===== src/rtl/serial_word_pkg.sv =====
// Shared constants and FSM state type for the serial word receiver.
package serial_word_pkg;

    localparam int unsigned WORD_W = 16;
    localparam int unsigned CNT_W  = 4;

    // Index of the final bit of a word; its transfer completes the word.
    localparam logic [CNT_W-1:0] LAST_BIT = CNT_W'(WORD_W - 1);

    typedef enum logic {
        COLLECT = 1'b0,
        STALL   = 1'b1
    } state_t;

endpackage


===== src/rtl/word_out_reg.sv =====
// Output holding register: loads a completed word, clears valid when consumed.
module word_out_reg #(
    parameter int unsigned WORD_W = serial_word_pkg::WORD_W
) (
    input  logic              clock,
    input  logic              reset,
    input  logic              load,
    input  logic [WORD_W-1:0] load_data,
    input  logic              word_ready,
    output logic [WORD_W-1:0] word_out,
    output logic              word_valid
);

    // A load wins over a consume in the same cycle, so a replacement word keeps valid high.
    always_ff @(posedge clock or posedge reset) begin
        if (reset) begin
            word_out   <= '0;
            word_valid <= 1'b0;
        end else if (load) begin
            word_out   <= load_data;
            word_valid <= 1'b1;
        end else if (word_ready) begin
            word_valid <= 1'b0;
        end
    end

endmodule


===== src/rtl/serial_word_rx.sv =====
// Serial-to-parallel receiver: collects LSB-first bits into words, stalls
// when the output register is full, and hands words downstream via valid/ready.
module serial_word_rx #(
    parameter int unsigned WORD_W = serial_word_pkg::WORD_W
) (
    input  logic                              clock,
    input  logic                              reset,
    input  logic                              sync_clear,
    input  logic                              bit_in,
    input  logic                              bit_valid,
    output logic                              bit_ready,
    output logic [WORD_W-1:0]                 word_out,
    output logic                              word_valid,
    input  logic                              word_ready,
    output logic [serial_word_pkg::CNT_W-1:0] bit_count
);
    import serial_word_pkg::*;

    state_t            state, state_next;
    logic [WORD_W-1:0] shreg, shreg_next, assembled, load_data;
    logic [CNT_W-1:0]  count_next;
    logic              bit_xfer, word_xfer, load;

    // bit_ready depends on state alone, never on bit_valid.
    assign bit_ready = (state == COLLECT);
    assign bit_xfer  = bit_valid && bit_ready && !sync_clear;
    assign word_xfer = word_valid && word_ready;

    // Next-state, shift register and output-load decode.
    always_comb begin
        state_next = state;
        shreg_next = shreg;
        count_next = bit_count;
        load       = 1'b0;
        load_data  = shreg;
        assembled  = shreg;
        assembled[bit_count] = bit_in;

        if (sync_clear) begin
            state_next = COLLECT;
            shreg_next = '0;
            count_next = '0;
        end else begin
            case (state)
                COLLECT: begin
                    if (bit_xfer) begin
                        if (bit_count == LAST_BIT) begin
                            count_next = '0;
                            if (!word_valid || word_xfer) begin
                                load       = 1'b1;
                                load_data  = assembled;
                                shreg_next = '0;
                            end else begin
                                state_next = STALL;
                                shreg_next = assembled;
                            end
                        end else begin
                            shreg_next = assembled;
                            count_next = bit_count + CNT_W'(1);
                        end
                    end
                end
                STALL: begin
                    if (word_xfer) begin
                        load       = 1'b1;
                        load_data  = shreg;
                        shreg_next = '0;
                        state_next = COLLECT;
                    end
                end
                default: state_next = COLLECT;
            endcase
        end
    end

    // State, shift register and bit counter.
    always_ff @(posedge clock or posedge reset) begin
        if (reset) begin
            state     <= COLLECT;
            shreg     <= '0;
            bit_count <= '0;
        end else begin
            state     <= state_next;
            shreg     <= shreg_next;
            bit_count <= count_next;
        end
    end

    word_out_reg #(
        .WORD_W(WORD_W)
    ) u_word_out_reg (
        .clock      (clock),
        .reset      (reset),
        .load       (load),
        .load_data  (load_data),
        .word_ready (word_ready),
        .word_out   (word_out),
        .word_valid (word_valid)
    );

endmodule


===== config.mk =====
export PLATFORM = sky130hd
export DESIGN_NAME = serial_word_rx
export DESIGN_NICKNAME = d
export VERILOG_FILES = /design/src/rtl/serial_word_pkg.sv /design/src/rtl/word_out_reg.sv /design/src/rtl/serial_word_rx.sv
export SDC_FILE = /design/constraint.sdc
export NUM_CORES = 1
export LEC_CHECK = 0
export CORE_ASPECT_RATIO = 1.2
export CORE_MARGIN = 4
export CORE_UTILIZATION = 35
export DETAILED_ROUTE_END_ITERATION = 7
export PLACE_DENSITY = 0.68
export SLEW_MARGIN = 10
export SYNTH_ARGS = -nofsm -noshare
export SYNTH_HDL_FRONTEND = slang
export SYNTH_SLANG_ARGS = --single-unit

===== constraint.sdc =====
create_clock -name clock -period 1.4 [get_ports clock]
set_input_delay 0.14 -clock clock [delete_from_list [all_inputs] [get_ports clock]]
set_output_delay 0.14 -clock clock [all_outputs]
set_load 0.03 [all_outputs]

==> flow_metrics.env <==
export IMPL_status="finished with violations"
export IMPL_violations="setup timing"
export IMPL_area_delta_synth_final_pct=54.04
export IMPL_p_comb_share_pct=15.8
export IMPL_finClkSkew_ns=0.005130
export IMPL_p_switching_uw=634.1
export IMPL_p_clk_share_pct=35.2
export IMPL_drtIter0Drc=72
export IMPL_swShare_pct=27.30
export IMPL_clock_latency_ns=0.30
export IMPL_internal_power_mw=1.689
export IMPL_htreeDepth=2
export IMPL_grt_pass1_vias=1820
export IMPL_arrival_ns=1.73
export IMPL_cts_path_max_buffers=2
export IMPL_cts_made_buffers=5
export IMPL_drc_errors=0
export IMPL_yosysUniqueCellTypes=40
export IMPL_synth_edf_count=0
export IMPL_min_period_over_period_pct=112.2
export IMPL_setup_ws_ns=-0.1710
export IMPL_synthFlopType="dfrtp_1"
export IMPL_wl_per_cell_um=18.55
export IMPL_final_cells=322
export IMPL_path_cells="buf_12 -> ha_4 -> buf_6 -> nand3b_1 -> mux2i_1 -> o221ai_1"
export IMPL_num_antenna_cells=0
export IMPL_io_buffers=27
export IMPL_die_w_um=78.28
export IMPL_routed_wl_um=5973
export IMPL_tightest_slew_ns=0.4128
export IMPL_seqPwrFrac_pct=49.0
export IMPL_dp_cells=302
export IMPL_p_leak_nw=1.429
export IMPL_floorplan_io_pins=28
export IMPL_grt_pass1_wl_um=9177
export IMPL_core_um2=5705
export IMPL_hold_buffers=0
export IMPL_syn_nets=188
export IMPL_start_kind="register"
export IMPL_drive_above_1_share_pct=45.45
export IMPL_dp_hpwl_um=3401
export IMPL_regToRegSetupSlack_ns=-0.17
export IMPL_antenna_found_initial=0
export IMPL_irDropWorstVdd_mv=0.5377
export IMPL_end_kind="register"
export IMPL_hold_violations=0
export IMPL_antenna_left=0
export IMPL_async_reset_ff_share_pct=100.0
export IMPL_postSynthAreaPerCell_um2=11.65
export IMPL_vias_per_cell=5.351
export IMPL_ys_seq_area_share_pct=45.84
export IMPL_grt_max_degree=39
export IMPL_netlist_area_um2=2074
export IMPL_setup_tns_ns=-1.701
export IMPL_period_needed_ns=1.571
export IMPL_yosysWarnings=0
export IMPL_cts_tree="built"
export IMPL_fill_cells=489
export IMPL_synth_seq_cells=38
export IMPL_cap_violations=0
export IMPL_syn_instance_count=178
export IMPL_first_pass_iters=4
export IMPL_hp_class="in -> async"
export IMPL_die_area_um2=7228
export IMPL_cp_slowest_cell="dfrtp_2"
export IMPL_critPathMaxFanout=3
export IMPL_cts_root_buf="clkbuf_8"
export IMPL_critical_path_max_stage_delay_ns=0.46
export IMPL_dieHeight_um=92.34
export IMPL_powerDensity_nw_per_um2=726.9
export IMPL_setup_violations=35
export IMPL_clkTransAtPathRegs_ns=0.08
export IMPL_grt_overflow=0
export IMPL_vias=1723
export IMPL_rsz0062_at_grt="true"
export IMPL_slew_headroom_pct=72.48
export IMPL_setup_worst_path_class="reg -> reg"
export IMPL_start_util_pct=36.36
export IMPL_rows=30
export IMPL_required_ns=1.55
export IMPL_track_usage_pct=16.37
export IMPL_fmax_mhz=636.6
export IMPL_final_max_slew_viol_count=0
export IMPL_globalplace_congestion=0.8359
export IMPL_cts_sinks=38
export IMPL_fin_nets=251
[Yosys cell counts (2+ instances only)]
library cell	n	area share (%)
inv_1	9	1.6
nand3_2	2	0.97
buf_2	4	0.97
o2bb2ai_1	16	6.8
o221ai_1	3	1.3
buf_4	5	1.8
ha_1	4	2.4
nor2_1	4	0.72
clkbuf_1	2	0.36
and3_1	2	0.60
nand2b_1	2	0.60
a21oi_1	2	0.48
nand3_1	6	1.4
nand2_1	7	1.3
nand3b_1	9	3.3
a221oi_1	3	1.3
mux2i_1	35	17
dfrtp_1	38	46
nor3b_1	4	1.4
[final timing paths]
check                                                  from                           to  cells after the start
worst min-delay path                                  reset   u_word_out_reg.word_out[5]                      3
worst max register to register                 bit_count[1]   u_word_out_reg.word_out[6]                      6
min in group clock                               sync_clear                        state                      3
worst min register to register  u_word_out_reg.word_out[15]  u_word_out_reg.word_out[15]                      1
max in group asynchronous                             reset                 bit_count[1]                      3
worst max-delay path                           bit_count[1]   u_word_out_reg.word_out[6]                      6
[timing repair]
action	in CTS	in global routing
buffers inserted	6	4
pin swaps	13	5
gates resized for setup	38	34
gates cloned	2	1
setup endpoints to repair	51	35
[through the flow]
step                worst slack, ns  power [mW]  hold slack, ns  utilization, %  cell area, um2
floorplan                  -0.05366       1.313          0.2475               -            2186
global placement            -0.2261       1.452          0.4724           48.07            2743
detailed placement          -0.2614       1.457          0.4873           48.07            2743
CTS                        -0.06615       2.280          0.2120           52.04            2969
global route                -0.2084       2.407          0.2516           56.01            3196
finish                      -0.1710       2.323          0.2019           56.01            3196
[power groups by stage]
stage	logic [mW]	clock network, mW	registers (mW)
2_1_floorplan	0.126	0	1.19
3_3_place_gp	0.295	0	1.16
3_5_place_dp	0.298	0	1.16
4_1_cts	0.314	0.828	1.14
5_1_grt	0.392	0.873	1.14
6_report	0.366	0.818	1.14
[critical path, delay by kind of cell, from the launching register on]
kind	cells	cell delay, ns
compound gates	1	0.18
simple gates	1	0.09
fa+ha+maj	1	0.16
flops	1	0.46
mux	1	0.28
buf+inv	2	0.26
[cell type report]
type                    instances  area (um2)  share of cell area (%)
repair buffers                 66       671.9                   21.03
well taps                      80       100.1                   3.132
inverters                       9       36.28                   1.135
flip-flops and latches         38       958.4                   29.99
clock inverters                 2       12.51                  0.3915
clock buffers                   6       82.58                   2.584
multi-input cells             121        1334                   41.74
[per-layer routing]
layer	global-route usage, %	share of wire, %	wire, um
met5	0	0	0
met4	7.289	2.9	172
met3	3.988	4.0	239
met2	27.36	51	3034
met1	19.93	42	2526
[kinds of logic (layout without fill, tap and decap cells)]
kind of cell,after synthesis,in the layout,synth area share [%]
adder cells (fa/ha/maj),4,4,2.413
multiplexers,35,35,16.89
buffers and inverters,21,83,5.308
AO/OA/AOI/OAI,32,32,13.63
flip-flops,38,38,45.84
XOR/XNOR,1,1,0.4223
AND/OR/NAND/NOR,47,49,15.50
[cell usage in the layout, fill, tap and decap left out, types with 6 or more instances in the layout]
cell type,synthesis,routed
o2bb2ai_2,0,12
nand2_1,7,7
dlygate4sd2_1,0,17
clkbuf_8,0,6
nand3b_1,9,9
mux2i_1,35,28
buf_6,1,6
buf_12,0,8
buf_4,5,27
mux2i_2,0,7
inv_1,9,7
dfrtp_2,0,6
dfrtp_1,38,32
Note: power is estimated with default switching activity, not from simulation.
==> patch, RTL diff (config.mk and constraints unchanged) <==
The package constant `CNT_W` goes from 4 to 6.
--- a/src/rtl/serial_word_pkg.sv
+++ b/src/rtl/serial_word_pkg.sv
@@ -3,5 +3,5 @@
 
     localparam int unsigned WORD_W = 16;
-    localparam int unsigned CNT_W  = 4;
+    localparam int unsigned CNT_W  = 6;
 
     // Index of the final bit of a word; its transfer completes the word.
Ports: changed (resized bit_count); port bits go from 28 to 30. No check against the original RTL was run, so the function may have changed too.
==> patch against the unedited design <==
- the run still ends with setup timing left
- wire length down 16%
- power is 4.2% higher
- global-route usage is 1.1 points lower
- final area decreased by 9.9%
- final cell count shrank 1.2%
- synthesized cell count is 3.4% higher
- sequential cell count grew 2
- count of clock-buffer cells in the layout decreased by 1
- area after synthesis shrank 5.2%
- worst setup slack lost 0.52 ns
- clock skew up 0.0039 ns
==> patch: results <==
export IMPL_muxShareOfSynthArea_pct=8.91
export IMPL_grt_pass1_wl_um=8580
export IMPL_syn_avg_cell_area_um2=10.7
export IMPL_place_ws_ns=-0.949
export IMPL_cp_max_fo=15
export IMPL_yosys_area_share_xor_xnor_pct=0.891
export IMPL_netlist_top_cells_count="dfrtp_1 (40), o21ai_0 (20), o22ai_1 (14), inv_1 (12)"
export IMPL_maxSlewHeadroom_pct=79.4
export IMPL_htreeDepth=2
export IMPL_hpwl_um=3530
export IMPL_syn_nets=194
export IMPL_setup_viol=34
export IMPL_power_leakage_nw=1.30
export IMPL_fin_tns_setup_ns=-13.88
export IMPL_yosysUniqueCellTypes=39
export IMPL_dpl_cell_area_um2=2670
export IMPL_first_pass_iters=5
export IMPL_clockBufferDepth=2
export IMPL_diodes=0
export IMPL_synthAdderAreaFrac_pct=2.55
export IMPL_final_nets=265
export IMPL_path_clk_slew_ns=0.09
export IMPL_wire_per_inst_um=15.8
export IMPL_place_congestion=0.747
export IMPL_io_buffers=29
export IMPL_insertion_delay_ns=0.30
export IMPL_ir_drop_mv=0.344
export IMPL_fin_ws_ns=-0.692
export IMPL_internal_power_mw=1.83
export IMPL_grt_overflow=0
export IMPL_arrival_ns=2.28
export IMPL_synth_area_top_cells="dfrtp_1 (51%), o21ai_0 (5.1%), mux2_2 (4.6%)"
export IMPL_synth_compound_area_share_pct=18.2
export IMPL_synth_warnings=0
export IMPL_grt_total_usage_pct=15.2
export IMPL_hp_class="in2async"
export IMPL_synth_edf_count=0
export IMPL_avgViaCountPerCell=5.42
export IMPL_failed_checks="setup timing"
export IMPL_cts_buffers=5
export IMPL_grt_antenna_before_repair=0
export IMPL_drive_gt1_share_pct=38.3
export IMPL_cts_root_buf="clkbuf_8"
export IMPL_drt_iter0_markers=91
export IMPL_async_flop_share_pct=100
export IMPL_vias=1722
export IMPL_dp_cells=307
export IMPL_run_status="finished, violations left"
export IMPL_grt_max_degree=41
export IMPL_ys_seq_area_share_pct=50.9
export IMPL_fin_skew_ns=0.00905
[patch: cell count changes after synthesis, moves of 8 or more]
cell	unedited run	this run
mux2_2	0	8
mux2i_1	35	1
nand3b_1	9	0
o2bb2ai_1	16	0
o21ai_0	0	20
o22ai_1	0	14
[patch: timing repair]
item,4_1_cts,5_1_grt
pin swaps,5,1
setup buffers,2,1
resized for setup,44,16
endpoints found under the hold margin,0,0
setup endpoints to repair,59,46
[patch: cell type report]
cell class / instances / area, um^2
clock inverter: 3 / 46.3
inverter: 12 / 45.0
sequential: 40 / 1010
clock buffer: 5 / 68.8
multi-input combinational: 122 / 991
tap: 62 / 77.6
timing repair buffer: 74 / 641
fill: 493 / 2490
[patch: worst paths after layout]
path                                                         from                                      to  cells past startpoint
hold reg to reg            u_word_out_reg.word_out[7]$_DFFE_PP0P_  u_word_out_reg.word_out[7]$_DFFE_PP0P_                      1
setup reg to reg                                  state$_DFF_PP0_  u_word_out_reg.word_out[7]$_DFFE_PP0P_                      5
setup / recovery                                  state$_DFF_PP0_  u_word_out_reg.word_out[7]$_DFFE_PP0P_                      5
min in group clock         u_word_out_reg.word_out[7]$_DFFE_PP0P_  u_word_out_reg.word_out[7]$_DFFE_PP0P_                      1
hold / removal                                              reset  u_word_out_reg.word_out[0]$_DFFE_PP0P_                      3
max in group asynchronous                                   reset                bit_count[4]$_DFFE_PP0P_                      3
[patch: per-layer routing]
metal	GRT usage [%]	part of all wire [%]	vias up
li1	-	-	819
met1	20.2	45	862
met2	24.9	50	33
met3	2.30	3.1	8
met4	6.04	1.8	0
met5	0	0	-
[patch: worst max-delay path, cell delays in order (launching register included)]
cell and delay, ns:
dfrtp_1 0.39, or3b_4 0.38, or4_4 0.52, a21oi_4 0.19
buf_12 0.17, mux2_2 0.34
[patch: metrics by stage]
step	hold slack, ns	util (%)
4_1_cts	0.197	52.8
3_5_place_dp	0.488	49.7
3_3_place_gp	0.481	49.7
2_1_floorplan	0.236	-
5_1_grt	0.220	53.6
6_report	0.180	53.6
[patch: cell families (layout without fill, tap and decap cells)]
| kind of cell | count (synthesis) | in the layout |
|---|---|---|
| flip-flops | 40 | 40 |
| AO/OA/AOI/OAI | 57 | 57 |
| adder cells (fa/ha/maj) | 4 | 4 |
| buffers and inverters | 22 | 94 |
| XOR/XNOR | 2 | 2 |
| multiplexers | 14 | 14 |
| AND/OR/NAND/NOR | 45 | 45 |
[patch: power by group through the flow]
| stage | Combinational, mW | Sequential, mW | Clock, mW |
|---|---|---|---|
| final | 0.271 | 1.18 | 0.972 |
| after global routing | 0.297 | 1.18 | 1.04 |
| after CTS | 0.269 | 1.18 | 0.992 |
| after detailed placement | 0.258 | 1.20 | 0 |
| after global placement | 0.255 | 1.20 | 0 |
| after floorplan | 0.108 | 1.22 | 0 |
